File: config.mk
export PLATFORM = sky130hd
export DESIGN_NAME = alu_share_arbiter_flat
export DESIGN_NICKNAME = d
export VERILOG_FILES = /design/src/rtl/alu_share_arbiter_if.sv /design/src/rtl/alu_share_arbiter.sv /design/src/flat_wrapper.sv
export SDC_FILE = /design/constraint.sdc
export NUM_CORES = 1
export LEC_CHECK = 0
export ABC_AREA = 1
export BUFFER_PORTS_ARGS = -buffer_cell sky130_fd_sc_hd__buf_2
export CAP_MARGIN = 15
export CORE_MARGIN = 2
export CORE_UTILIZATION = 43
export CTS_BUF_LIST = sky130_fd_sc_hd__clkbuf_16
export DETAILED_ROUTE_END_ITERATION = 12
export GPL_ROUTABILITY_DRIVEN = 0
export PLACE_DENSITY = 0.85
export SLEW_MARGIN = 20
export SYNTH_ARGS = -nofsm -noshare
export SYNTH_HDL_FRONTEND = slang
export SYNTH_SLANG_ARGS = --single-unit
File: constraint.sdc
create_clock -name clk -period 1.2 [get_ports clk]
set_input_delay 0.12 -clock clk [delete_from_list [all_inputs] [get_ports clk]]
set_output_delay 0.12 -clock clk [all_outputs]
set_load 0.01 [all_outputs]
File: src/rtl/alu_share_arbiter_if.sv
// Handshake and ALU-side bundle between two requesters, the shared ALU and the arbiter.
// The slave modport is the arbiter's view. The master modport is the requesters' and ALU's view.
interface alu_share_arbiter_if #(
    parameter int WIDTH = 32
);
    logic             req0_valid;
    logic             req0_ready;
    logic [WIDTH-1:0] req0_a;
    logic [WIDTH-1:0] req0_b;
    logic [3:0]       req0_ctrl;

    logic             req1_valid;
    logic             req1_ready;
    logic [WIDTH-1:0] req1_a;
    logic [WIDTH-1:0] req1_b;
    logic [3:0]       req1_ctrl;

    logic [WIDTH-1:0] alu_a;
    logic [WIDTH-1:0] alu_b;
    logic [3:0]       alu_ctrl;
    logic [WIDTH-1:0] alu_result;
    logic             alu_zero;

    logic             rsp0_valid;
    logic             rsp0_ready;
    logic             rsp1_valid;
    logic             rsp1_ready;
    logic [WIDTH-1:0] rsp_data;
    logic             rsp_zero;
    logic             busy;

    modport slave (
        input  req0_valid, req0_a, req0_b, req0_ctrl,
        output req0_ready,
        input  req1_valid, req1_a, req1_b, req1_ctrl,
        output req1_ready,
        output alu_a, alu_b, alu_ctrl,
        input  alu_result, alu_zero,
        output rsp0_valid, rsp1_valid, rsp_data, rsp_zero, busy,
        input  rsp0_ready, rsp1_ready
    );

    modport master (
        output req0_valid, req0_a, req0_b, req0_ctrl,
        input  req0_ready,
        output req1_valid, req1_a, req1_b, req1_ctrl,
        input  req1_ready,
        input  alu_a, alu_b, alu_ctrl,
        output alu_result, alu_zero,
        input  rsp0_valid, rsp1_valid, rsp_data, rsp_zero, busy,
        output rsp0_ready, rsp1_ready
    );
endinterface

File: src/rtl/alu_share_arbiter.sv
// Round-robin share of one combinational ALU between two requesters with a registered operand/result path.
// Latency: accept at edge N, response valid from cycle N+2. Initiation interval is 3 cycles or more.
// Backpressure: RESP holds result/zero until the owner's rsp_ready is seen. Requests stall (ready=0) meanwhile.
module alu_share_arbiter #(
    parameter int WIDTH = 32
) (
    input  logic                clk,
    input  logic                reset,
    alu_share_arbiter_if.slave  bus
);

    typedef enum logic [1:0] {
        IDLE = 2'd0,
        EXEC = 2'd1,
        RESP = 2'd2
    } state_t;

    typedef struct packed {
        logic [3:0]       ctrl;
        logic [WIDTH-1:0] a;
        logic [WIDTH-1:0] b;
    } op_t;

    state_t           state;
    state_t           state_nxt;
    logic             owner;
    logic             last_grant;
    logic             gnt_vld;
    logic             gnt_port;
    op_t              req0_op;
    op_t              req1_op;
    op_t              gnt_op;
    logic             accept;

    logic [WIDTH-1:0] alu_a_q;
    logic [WIDTH-1:0] alu_b_q;
    logic [3:0]       alu_ctrl_q;
    logic [WIDTH-1:0] rsp_data_q;
    logic             rsp_zero_q;

    logic             req0_rdy;
    logic             req1_rdy;
    logic             rsp0_vld;
    logic             rsp1_vld;
    logic             rsp_ack;

    assign req0_op = '{ctrl: bus.req0_ctrl, a: bus.req0_a, b: bus.req0_b};
    assign req1_op = '{ctrl: bus.req1_ctrl, a: bus.req1_a, b: bus.req1_b};

    // Under contention the port that did not win last time is served.
    always_comb begin
        gnt_vld  = bus.req0_valid | bus.req1_valid;
        gnt_port = 1'b0;
        if (bus.req0_valid && bus.req1_valid) begin
            gnt_port = ~last_grant;
        end else if (bus.req1_valid) begin
            gnt_port = 1'b1;
        end
        gnt_op = gnt_port ? req1_op : req0_op;
    end

    always_comb begin
        state_nxt = state;
        req0_rdy  = 1'b0;
        req1_rdy  = 1'b0;
        rsp0_vld  = 1'b0;
        rsp1_vld  = 1'b0;
        rsp_ack   = 1'b0;
        accept    = 1'b0;
        case (state)
            IDLE: begin
                if (gnt_vld) begin
                    req0_rdy  = ~gnt_port;
                    req1_rdy  = gnt_port;
                    accept    = 1'b1;
                    state_nxt = EXEC;
                end
            end
            EXEC: begin
                state_nxt = RESP;
            end
            RESP: begin
                // Only the owner's ready can retire the response.
                rsp0_vld = ~owner;
                rsp1_vld = owner;
                rsp_ack  = owner ? bus.rsp1_ready : bus.rsp0_ready;
                if (rsp_ack) begin
                    state_nxt = IDLE;
                end
            end
            default: begin
                state_nxt = IDLE;
            end
        endcase
    end

    always_ff @(posedge clk) begin
        if (reset) begin
            state      <= IDLE;
            owner      <= 1'b0;
            last_grant <= 1'b1;
            alu_a_q    <= '0;
            alu_b_q    <= '0;
            alu_ctrl_q <= 4'b0000;
            rsp_data_q <= '0;
            rsp_zero_q <= 1'b0;
        end else begin
            state <= state_nxt;
            if (accept) begin
                alu_a_q    <= gnt_op.a;
                alu_b_q    <= gnt_op.b;
                alu_ctrl_q <= gnt_op.ctrl;
                owner      <= gnt_port;
                last_grant <= gnt_port;
            end
            // The ALU has had the whole EXEC cycle to settle on the registered operands.
            if (state == EXEC) begin
                rsp_data_q <= bus.alu_result;
                rsp_zero_q <= bus.alu_zero;
            end
        end
    end

    assign bus.req0_ready = req0_rdy;
    assign bus.req1_ready = req1_rdy;
    assign bus.rsp0_valid = rsp0_vld;
    assign bus.rsp1_valid = rsp1_vld;
    assign bus.alu_a      = alu_a_q;
    assign bus.alu_b      = alu_b_q;
    assign bus.alu_ctrl   = alu_ctrl_q;
    assign bus.rsp_data   = rsp_data_q;
    assign bus.rsp_zero   = rsp_zero_q;
    assign bus.busy       = (state != IDLE);

endmodule

File: src/flat_wrapper.sv
// flat-port wrapper written by rule: the top's interface ports become plain ports
module alu_share_arbiter_flat 
#(
    parameter int WIDTH = 32
)
  (clk, reset, bus_req0_valid, bus_req0_a, bus_req0_b, bus_req0_ctrl, bus_req0_ready, bus_req1_valid, bus_req1_a, bus_req1_b, bus_req1_ctrl, bus_req1_ready, bus_alu_a, bus_alu_b, bus_alu_ctrl, bus_alu_result, bus_alu_zero, bus_rsp0_valid, bus_rsp1_valid, bus_rsp_data, bus_rsp_zero, bus_busy, bus_rsp0_ready, bus_rsp1_ready);
  alu_share_arbiter_if #(.WIDTH(WIDTH)) bus_i ();
  input  logic clk;
  input  logic reset;
  input wire logic [$bits(bus_i.req0_valid)-1:0] bus_req0_valid;
  input wire logic [$bits(bus_i.req0_a)-1:0] bus_req0_a;
  input wire logic [$bits(bus_i.req0_b)-1:0] bus_req0_b;
  input wire logic [$bits(bus_i.req0_ctrl)-1:0] bus_req0_ctrl;
  output wire logic [$bits(bus_i.req0_ready)-1:0] bus_req0_ready;
  input wire logic [$bits(bus_i.req1_valid)-1:0] bus_req1_valid;
  input wire logic [$bits(bus_i.req1_a)-1:0] bus_req1_a;
  input wire logic [$bits(bus_i.req1_b)-1:0] bus_req1_b;
  input wire logic [$bits(bus_i.req1_ctrl)-1:0] bus_req1_ctrl;
  output wire logic [$bits(bus_i.req1_ready)-1:0] bus_req1_ready;
  output wire logic [$bits(bus_i.alu_a)-1:0] bus_alu_a;
  output wire logic [$bits(bus_i.alu_b)-1:0] bus_alu_b;
  output wire logic [$bits(bus_i.alu_ctrl)-1:0] bus_alu_ctrl;
  input wire logic [$bits(bus_i.alu_result)-1:0] bus_alu_result;
  input wire logic [$bits(bus_i.alu_zero)-1:0] bus_alu_zero;
  output wire logic [$bits(bus_i.rsp0_valid)-1:0] bus_rsp0_valid;
  output wire logic [$bits(bus_i.rsp1_valid)-1:0] bus_rsp1_valid;
  output wire logic [$bits(bus_i.rsp_data)-1:0] bus_rsp_data;
  output wire logic [$bits(bus_i.rsp_zero)-1:0] bus_rsp_zero;
  output wire logic [$bits(bus_i.busy)-1:0] bus_busy;
  input wire logic [$bits(bus_i.rsp0_ready)-1:0] bus_rsp0_ready;
  input wire logic [$bits(bus_i.rsp1_ready)-1:0] bus_rsp1_ready;
  assign bus_i.req0_valid = bus_req0_valid;
  assign bus_i.req0_a = bus_req0_a;
  assign bus_i.req0_b = bus_req0_b;
  assign bus_i.req0_ctrl = bus_req0_ctrl;
  assign bus_req0_ready = bus_i.req0_ready;
  assign bus_i.req1_valid = bus_req1_valid;
  assign bus_i.req1_a = bus_req1_a;
  assign bus_i.req1_b = bus_req1_b;
  assign bus_i.req1_ctrl = bus_req1_ctrl;
  assign bus_req1_ready = bus_i.req1_ready;
  assign bus_alu_a = bus_i.alu_a;
  assign bus_alu_b = bus_i.alu_b;
  assign bus_alu_ctrl = bus_i.alu_ctrl;
  assign bus_i.alu_result = bus_alu_result;
  assign bus_i.alu_zero = bus_alu_zero;
  assign bus_rsp0_valid = bus_i.rsp0_valid;
  assign bus_rsp1_valid = bus_i.rsp1_valid;
  assign bus_rsp_data = bus_i.rsp_data;
  assign bus_rsp_zero = bus_i.rsp_zero;
  assign bus_busy = bus_i.busy;
  assign bus_i.rsp0_ready = bus_rsp0_ready;
  assign bus_i.rsp1_ready = bus_rsp1_ready;
  alu_share_arbiter #(.WIDTH(WIDTH)) u_core (.clk(clk), .reset(reset), .bus(bus_i));
endmodule
Word-level counts from Yosys, hierarchy flattened
Cells that the tools add are included.
{ "word_totals": {"ff_bits": 105, "romBits": 0, "ramBits": 0, "in_bits": 175, "output_inout_bits": 106, "latch_bits": 0, "word_cells": 35, "memories": 0} }
{ "classes": {"n_eq_ne": 4, "reduce_logical": 4, "div": 0, "order_cmp": 0, "bitwise": 4, "addsub": 0, "mux": 15, "multipliers": 0, "shifts": 0} }
{ "op_table": {"columns": ["operator", "n"], "rows": [
  ["2-to-1 mux 68 bit", 1],
  ["2-to-1 mux 1 bit", 11],
  ["case mux 2 bit (3 select lines)", 1],
  ["2-to-1 mux 2 bit", 2],
  ["inequality test 2 x 1 -> 1 bit (second input constant)", 2],
  ["inverter 1 bit", 3],
  ["equality test 2 x 1 -> 1 bit (second input constant)", 1],
  ["equality test 2 bit (second input constant)", 1],
  ["zero test 2 bit", 1],
  ["AND reduction 2 bit", 1],
  ["nonzero test 2 bit", 1],
  ["logical AND 1 bit", 1],
  ["OR 1 bit", 1]
]} }

Depth between registers and ports, before layout
Gate-level depths: netlist of the first run.
{ "depth": {"ltp_word": 5, "mapped_depth": 8, "depth_no_buf": 6} }

Worst setup path before layout of the first run
OpenSTA, ideal clock, no wires.
{ "synth_path": {"path_kind": "reg-to-output", "startpoint": "register u_core.state[0]", "endpoint": "output bus_req0_ready", "required_time_ps": 1080, "arrival_time_ps": 1078, "slack_ps": 2, "n_path_buf": 1, "stages_incl_launch_ff": 7, "cell_sequence": "dfxtp_1 > inv_1 > nand2_1 > nor2_4 > inv_2 > buf_4 > nor2_1"} }
{ "synth_via": {"elab_chain_cells": 2} }
{ "synth_rtl": {"columns": ["element", "line", "text"], "rows": [
  ["from (decl)", "alu_share_arbiter.sv:24", "state_t state;"],
  ["from (signal assigned)", "alu_share_arbiter.sv:108", "state <= state_nxt;"],
  ["zero test 2 bit", "alu_share_arbiter.sv:70", "case (state)"],
  ["2-to-1 mux 1 bit", "alu_share_arbiter.sv:70", null],
  ["to (decl)", "flat_wrapper.sv:14", "output wire logic [$bits(bus_i.req0_ready)-1:0] bus_req0_ready;"]
]} }
No other way between the ends.

Worst setup path in the final report of the first run
{ "layout_path": {"startpoint": "register u_core.state[0]", "endpoint": "register u_core.alu_a_q[19] (netlist: u_core.bus.alu_a[19])"} }
{ "layout_via": {"elab_chain_cells": 2} }
{ "layout_rtl": {"columns": ["element", "line", "text"], "rows": [
  ["zero test 2 bit", "alu_share_arbiter.sv:70", null],
  ["2-to-1 mux 1 bit", "alu_share_arbiter.sv:70", null],
  ["to (signal assigned)", "alu_share_arbiter.sv:110", "alu_a_q <= gnt_op.a;"],
  ["to (decl)", "alu_share_arbiter.sv:35", "logic [WIDTH-1:0] alu_a_q;"]
]} }
No other way between the ends.
A chain may end at the register's enable or synchronous reset.

==> results of run 1 <==
final timing paths:
check	start	end	slack [ps]
worst max-delay path	u_core.state[0]$_SDFFE_PP0P_	u_core.bus.alu_a[19]$_SDFFE_PP0P_	-120
worst min-delay path	bus_alu_result[5]	u_core.bus.rsp_data[5]$_SDFFE_PP0N_	-0.3
worst max register to register	u_core.state[0]$_SDFFE_PP0P_	u_core.bus.alu_a[19]$_SDFFE_PP0P_	-120
worst min register to register	u_core.bus.alu_b[11]$_SDFFE_PP0P_	u_core.bus.alu_b[11]$_SDFFE_PP0P_	460
state kept, by name (all words and copies together), names as in the netlist:
name,flops
u_core.bus.rsp_zero,1
u_core.bus.alu_ctrl,4
u_core.bus.alu_b,32
u_core.bus.rsp_data,32
u_core.owner,1
u_core.state,2
u_core.bus.alu_a,32
u_core.last_grant,1
stage by stage:
stage	instance area, um^2	TNS (ps)
6_report	7060	-3330
5_1_grt	7060	-10030
3_5_place_dp	6270	-1940
3_3_place_gp	6270	-567
4_1_cts	6860	-3400
2_1_floorplan	4650	0
routing by layer:
layer,track usage [%],part of all wire (%),vias to the layer above
met5,0,0,-
met4,8.42,2.2,0
met3,6.15,8.3,34
met2,46.2,50,252
met1,29.4,40,2528
li1,-,-,2800
synthesized netlist by cell type (5+ instances only):
master    instances  area, um^2
nand2_1         266         998
buf_2            13        65.1
dfxtp_1         105        2100
nand3_1          70         350
nor2_1           72         270
clkbuf_1         23        86.3
o21ai_0          28         140
a21oi_1          70         350
buf_4            13        97.6
nand3b_1          6        45.0
o21ai_1           5        25.0
inv_1            13        48.8
cells by family after synthesis:
family,Yosys count,share of synthesized area (%)
compound gates,103,11.1
simple gates,419,36.5
buf+inv,68,7.21
flops,105,45.2
power breakdown:
group | switching, uW | internal [uW] | leakage [uW]
Combinational | 1430 | 1200 | 0.00276
Clock | 1490 | 1490 | 0.000148
Sequential | 179 | 3830 | 0.000865
timing repair:
item	in CTS	in global routing
gates resized for setup	31	19
pin swaps	6	4
hold buffers	14	0
hold endpoints to repair	14	0
setup buffers	6	1
gates cloned	1	5
endpoints found under the setup margin	78	108
final cells by class:
cell class	count	area share [%]
Multi-Input combinational cell	522	32.3
Tap cell	136	2.41
Inverter	15	0.939
Clock buffer	9	3.19
Sequential cell	105	29.8
Clock inverter	7	1.12
Timing Repair Buffer	332	30.2
worst reg2reg max path, delay by kind of cell (launching register included):
kind                   cells  cell delay [ps]
AOI/OAI and AO/OA          1              160
buffers and inverters      4              490
DFF                        1              330
and+or+nand+nor            3              250
==> reports/results.ini, run 1 <==
[run_status]
status=finished, violations left
violations=hold timing, setup timing

[cells_and_area]
regArea_mm2=0.00211
final_common_cell=buf_2
multiInputGateArea_mm2=0.00228
n_antenna_cell=0
stdcell_count=1126
synthToLayoutAreaGrowth_pct=51.8
layout.nets=1160
final_util_pct=67.8
drive_gt1_share_pct=36.6
fillers=906
layout_common_cells=279 x buf_2, 264 x nand2_1, 102 x dfxtp_1

[yosys]
synth_edf_count=0
seq_area_frac_synth_pct=45.2
synthesis.nets=870
synth_flop_cell=dfxtp_1
async_flop_share_pct=0
syn-mean-instance-area_um2=6.70
yosysWarnings=0
synth_cells=695
mappedNetlistArea_mm2=0.00465
synth-seq-cells=105
ys_types=18

[sta]
whs_ps=-0.275
max_freq_ghz=0.758
fin_crit_sh_pct=110
min_period_ps=1320
layout_setup_ws_ps=-119
setup_violations=78
worst_slew_margin_rel_pct=70.1
rsz0062_at_grt=yes
clock-skew-final_ps=14.6
hold_violations=1
slew_viol_final=0
worst_pin_slew_ps=448

[detailed_routing]
detail-route-antenna-nets=0
num_vias=5614
detail_route.first_pass.iterations=5
wl_per_cell_um=14.5
vias_per_cell=4.99
drc=0
postRouteWirelength_um=16400
drt_iter0_drc=269

[clock_tree]
clock_latency_ps=340
cts_tree=done
numCtsBuffers=9
clkSlewWorstSetupHoldPaths_ps=90
clock_path_buffers=2
root_buffer=clkbuf_16
cts_sinks=105
htree_levels=3

[pwr]
p_per_area_mw_per_mm2=1360
p_leak_uw=0.00377
finalPower_uw=9610
ir_drop_v=0.000906

[global_route]
grt_max_degree=48
grt_pass1_wl_um=23900
first_global_vias=5163
grt_overflow=0
grtUsageTotal_pct=25.5
antenna_found_initial=0

[placed_design]
pre_cts_ws_ps=-76.2
portBuffers=280
dp_hpwl_um=10600
dp.cells=1084

[worst_setup_path]
crit_cells=8
path_delay_family=buffers and inverters
ff2ff_path_depth=8
cp_cell_sequence=inv_2, nand2_4, nor2_4, buf_4, buf_8, buf_12, nand2_1, a21oi_1
critPathKind=reg2reg
cp.required_ps=1450
cpPeakStageDelay_ps=330
end_kind=flop
critPathBufInv=4
cp.arrival_ps=1570
cp-start-kind=flop
crit_slowest_cell=dfxtp_2
cp_max_fo=8

[die]
start_util_pct=44.7
core_area_mm2=0.0104
dieArea_mm2=0.0117
io_pins=281
die_y_um=108
die_w_um=108
row_count=37

[job]
cap_violations=0

[hold_path]
whs_path_depth=3
hp-class=in2reg

Note: power is estimated with default switching activity, not from simulation.
==> run 2, diff against run 1 <==
Settings changed: CELL_PAD_IN_SITES_DETAIL_PLACEMENT set to 2, CELL_PAD_IN_SITES_GLOBAL_PLACEMENT set to 2, CORE_UTILIZATION 43 to 21.
==> reports/results.ini, run 2 (synthesized netlist as in run 1, its figures left out) <==
[run_status]
status=finished, violations left
violations=setup timing

[global_route]
grt_overflow=0
antenna_found_initial=2
grt_max_degree=69
grtUsageTotal_pct=18.2
first_global_vias=6282
grt_pass1_wl_um=33900

[cells_and_area]
final_area_mm2=0.00748
layout_common_cells=277 x buf_2, 262 x nand2_1, 102 x dfxtp_1
regArea_mm2=0.00211
final_common_cell=buf_2
fillers=2639
synthToLayoutAreaGrowth_pct=60.7
multiInputGateArea_mm2=0.00230
drive_gt1_share_pct=36.7
final_util_pct=34.4
layout.nets=1173

[die]
row_count=54
core_area_mm2=0.0218
dieArea_mm2=0.0234
start_util_pct=21.4
die_y_um=153
die_w_um=153
io_pins=281

[clock_tree]
cts_sinks=105
htree_levels=3
cts_tree=done
clock_path_buffers=2
numCtsBuffers=9
clock_latency_ps=350
clkSlewWorstSetupHoldPaths_ps=70
root_buffer=clkbuf_16

[sta]
layout_setup_ws_ps=-134
worst_slew_margin_rel_pct=75.9
rsz0062_at_grt=yes
worst_pin_slew_ps=362
fin_crit_sh_pct=111
setup_violations=69
min_period_ps=1330
max_freq_ghz=0.749
slew_viol_final=0
clock-skew-final_ps=8.88
hold_violations=0

[hold_path]
worstHoldStart=bus_alu_result[31]
hp-class=in2reg

[pwr]
p_leak_uw=0.00385
p_per_area_mw_per_mm2=1330
ir_drop_v=0.000679

[worst_setup_path]
cp.arrival_ps=1210
cp-endpoint=bus_req0_ready
worstSetupStartpoint=u_core.state[1]$_SDFFE_PP0P_
cp_max_fo=3
cp-start-kind=flop
end_kind=primary output
ff2ff_setup_slack_ps=-60
cp.required_ps=1080
critPathKind=reg2out
regToRegStartpoint=u_core.state[1]$_SDFFE_PP0P_
ff2ff_path_depth=8
r2r-end=u_core.bus.alu_a[27]$_SDFFE_PP0P_

[detailed_routing]
detail-route-antenna-nets=0
wl_per_cell_um=18.5
vias_per_cell=4.55
drt_iter0_drc=175
postRouteWirelength_um=23800
detail_route.first_pass.iterations=4
drc=0
num_vias=5852

[job]
cap_violations=0

[placed_design]
portBuffers=280
postPlaceCellArea_mm2=0.00637
dp_hpwl_um=15300

-- run 2: worst min path at each step --
stage	cells after the start	end
after floorplan	2	u_core.bus.rsp_data[1]$_SDFFE_PP0N_
after CTS	3	u_core.bus.rsp_data[24]$_SDFFE_PP0N_
after global routing	3	u_core.bus.rsp_data[27]$_SDFFE_PP0N_
final	3	u_core.bus.rsp_data[31]$_SDFFE_PP0N_
after detailed placement	3	u_core.bus.rsp_data[16]$_SDFFE_PP0N_
after global placement	3	u_core.bus.rsp_data[11]$_SDFFE_PP0N_
-- run 2: area by class of cell --
type                            instances  share of cell area (%)
Sequential cell                       105                    28.2
Clock inverter                          7                   0.820
Multi-Input combinational cell        522                    30.8
Clock buffer                            9                    3.01
Timing Repair Buffer                  345                    31.6
Tap cell                              280                    4.68
Antenna cell                            2                  0.0669
Inverter                               15                   0.853
-- run 2: repair_timing --
item,in CTS,in global routing
endpoints found under the setup margin,74,91
resized for setup,30,42
hold endpoints to repair,24,0
setup buffers,5,1
hold buffers,24,0
pin swaps,5,3
gates cloned,2,10
-- run 2: worst max-delay path, stage by stage, from the launching register on --
cell	delay [ps]
dfxtp_2	350
inv_4	80
nand2_4	60
nor2_4	120
inv_4	60
nor2_4	90
buf_6	110
-- run 2: power breakdown --
part,leakage (uW),internal [uW],total (uW),switching (uW)
Combinational,0.00285,1310,2980,1670
Sequential,0.000866,3830,4020,190
Clock,0.000135,1460,2930,1470
-- run 2: through the flow --
step / TNS [ps] / cells / setup slack (ps) / power, uW / hold WS, ps
2_1_floorplan: 0 / 695 / 1.67 / 5330 / 255
3_3_place_gp: -1890 / 1225 / -92.0 / 6390 / 342
3_5_place_dp: -4950 / 1225 / -129 / 6470 / 359
4_1_cts: -7640 / 1272 / -189 / 9730 / 2.04
5_1_grt: -7010 / 1284 / -192 / 10500 / 4.39
6_report: -1960 / 1285 / -134 / 9930 / 10.1
-- run 2: layer usage --
metal	GRT usage (%)	part of all wire, %
met4	5.73	1.7
met1	21.0	41
met3	4.45	5.9
met5	0	0.046
met2	32.8	51
==> run 3, diff against run 2 <==
Settings changed: ABC_AREA 1 to not set, CORE_UTILIZATION 21 to 22, SETUP_SLACK_MARGIN set to 0.3.
==> reports/results.ini, run 3 <==
[run_status]
status=finished, violations left
violations=setup timing

[worst_setup_path]
end_kind=flop
cp.required_ps=1430
cpPeakStageDelay_ps=340
critPathBufInv=5
crit_slowest_cell=dfxtp_2
cp_common_cell=buf_4
cp-start-kind=flop
critPathKind=reg2reg
cp_max_fo=7
cp_cell_sequence=nor2_4, buf_4, buf_4, buf_6, buf_12, buf_4, a21oi_1, a211oi_1
path_delay_family=buffers and inverters
cp.arrival_ps=1810

[yosys]
synthTopCellsByArea=dfxtp_1 47%, a31oi_1 8.6%, nand4_1 8.6%
syn-mean-instance-area_um2=8.00
yosysWarnings=0
synth_xor_area_share_pct=0
synth_top_family_by_area=simple AND/OR/NAND/NOR gates
async_flop_share_pct=0
mappedNetlistArea_mm2=0.00450
seq_area_frac_synth_pct=46.8
synth-seq-cells=105
synth_top_area_cell=dfxtp_1
synthMuxAreaShare_pct=1.56
yosysMostFrequentCell=dfxtp_1
synth_cells=562
synthesis.nets=737
synth-adder-area-share_pct=0
ys_types=28
synth_top_area_share_pct=46.8
synth_flop_cell=dfxtp_1
synth_edf_count=0
synth_commonest_cells=105 x dfxtp_1, 67 x nand2_1, 62 x a31oi_1, 62 x nand3_1, 62 x nand4_1
synth_simple_gate_area_share_pct=22.9
synth-compound-area-share_pct=21.7

[hold_path]
hp-class=in2reg

[detailed_routing]
num_vias=6576
drt_iter0_drc=252
drc=0
detail-route-antenna-nets=0
wl_per_cell_um=27.7
detail_route.first_pass.iterations=6
postRouteWirelength_um=34300
vias_per_cell=5.32

[clock_tree]
clock_latency_ps=350
htree_levels=3
numCtsBuffers=9
clock_path_buffers=2
clkSlewWorstSetupHoldPaths_ps=80
cts_sinks=105
root_buffer=clkbuf_16
cts_tree=done

[global_route]
grt_pass1_wl_um=42900
grtUsageTotal_pct=26.0
grt_max_degree=37
grt_overflow=0
antenna_found_initial=4
first_global_vias=6828

[sta]
min_period_ps=1590
clock-skew-final_ps=14.4
worst_pin_slew_ps=554
rsz0062_at_grt=yes
hold_violations=0
fin_crit_sh_pct=132
setup_violations=109
tns_ps=-28880
layout_setup_ws_ps=-385
max_freq_ghz=0.631
slew_viol_final=0
worst_slew_margin_rel_pct=63.0

[placed_design]
postPlaceCellArea_mm2=0.00648
pre_cts_ws_ps=-83.5
dp.cells=1081
portBuffers=280
dp_hpwl_um=14900

[cells_and_area]
final_util_pct=52.1
final_common_cell=buf_2
layout_common_cells=174 x buf_2, 131 x buf_6, 99 x dfxtp_2
layout.nets=1134
stdcell_count=1237
final_area_mm2=0.0105
drive_gt1_share_pct=74.6
synthToLayoutAreaGrowth_pct=134

[die]
die_y_um=147
start_util_pct=22.3
row_count=52
core_area_mm2=0.0202
die_w_um=147
io_pins=281
dieArea_mm2=0.0216

[job]
cap_violations=0

[pwr]
p_per_area_mw_per_mm2=1200
p_leak_uw=0.00454
ir_drop_v=0.000628

-- run 3: where the power goes --
| part | switching (uW) | internal [uW] |
|---|---|---|
| sequential | 287 | 3860 |
| combinational | 2410 | 2940 |
| clock | 1490 | 1610 |
-- run 3: timing repair --
item	4_1_cts	5_1_grt
pin swaps	111	101
hold endpoints to repair	7	0
gates cloned	27	5
hold buffers	7	0
setup endpoints to repair	211	211
setup buffers	53	45
resized for setup	286	235
-- run 3: final cells by class --
type                            count  area [um^2]
Inverter                            2         10.0
Tap cell                          270          338
Sequential cell                   105         2240
Timing Repair Buffer              456         4690
Multi-Input combinational cell    385         2930
Fill cell                        1985         9670
Clock buffer                        9          225
Clock inverter                      7         62.6
Antenna cell                        3         7.51
-- run 3: worst paths after layout --
kind | startpoint | end | cells after the start | slack, ps
max | u_core.state[0]$_SDFFE_PP0P_ | u_core.bus.alu_b[15]$_SDFFE_PP0P_ | 8 | -390
min reg2reg | u_core.bus.rsp_data[9]$_SDFFE_PP0N_ | u_core.bus.rsp_data[9]$_SDFFE_PP0N_ | 2 | 490
min | bus_req1_a[18] | u_core.bus.alu_a[18]$_SDFFE_PP0P_ | 3 | 20
max reg2reg | u_core.state[0]$_SDFFE_PP0P_ | u_core.bus.alu_b[15]$_SDFFE_PP0P_ | 8 | -390
-- run 3: tightest hold or removal path, cell delays in order --
cell	delay (ps)
buf_2	100
nand3_2	40
a31oi_1	60
-- run 3: layer usage --
layer / track usage, % / part of all wire (%)
met2: 45.9 / 53
met4: 10.6 / 2.7
met5: 0 / 0.038
met3: 6.89 / 5.8
met1: 30.0 / 38
-- run 3: through the flow --
step                total power, uW  hold WS (ps)
floorplan                      5250           256
global placement               6350           362
detailed placement             6420           369
CTS                           11400         0.246
global route                  13000          9.62
finish                        12600          15.0
-- run 3: logic make-up (layout without fill, tap and decap cells) --
| family | Yosys count | in the layout |
|---|---|---|
| other | 0 | 3 |
| flip-flops | 105 | 105 |
| AO/OA/AOI/OAI | 174 | 174 |
| buffers and inverters | 72 | 474 |
| AND/OR/NAND/NOR | 204 | 204 |
| multiplexers | 7 | 7 |
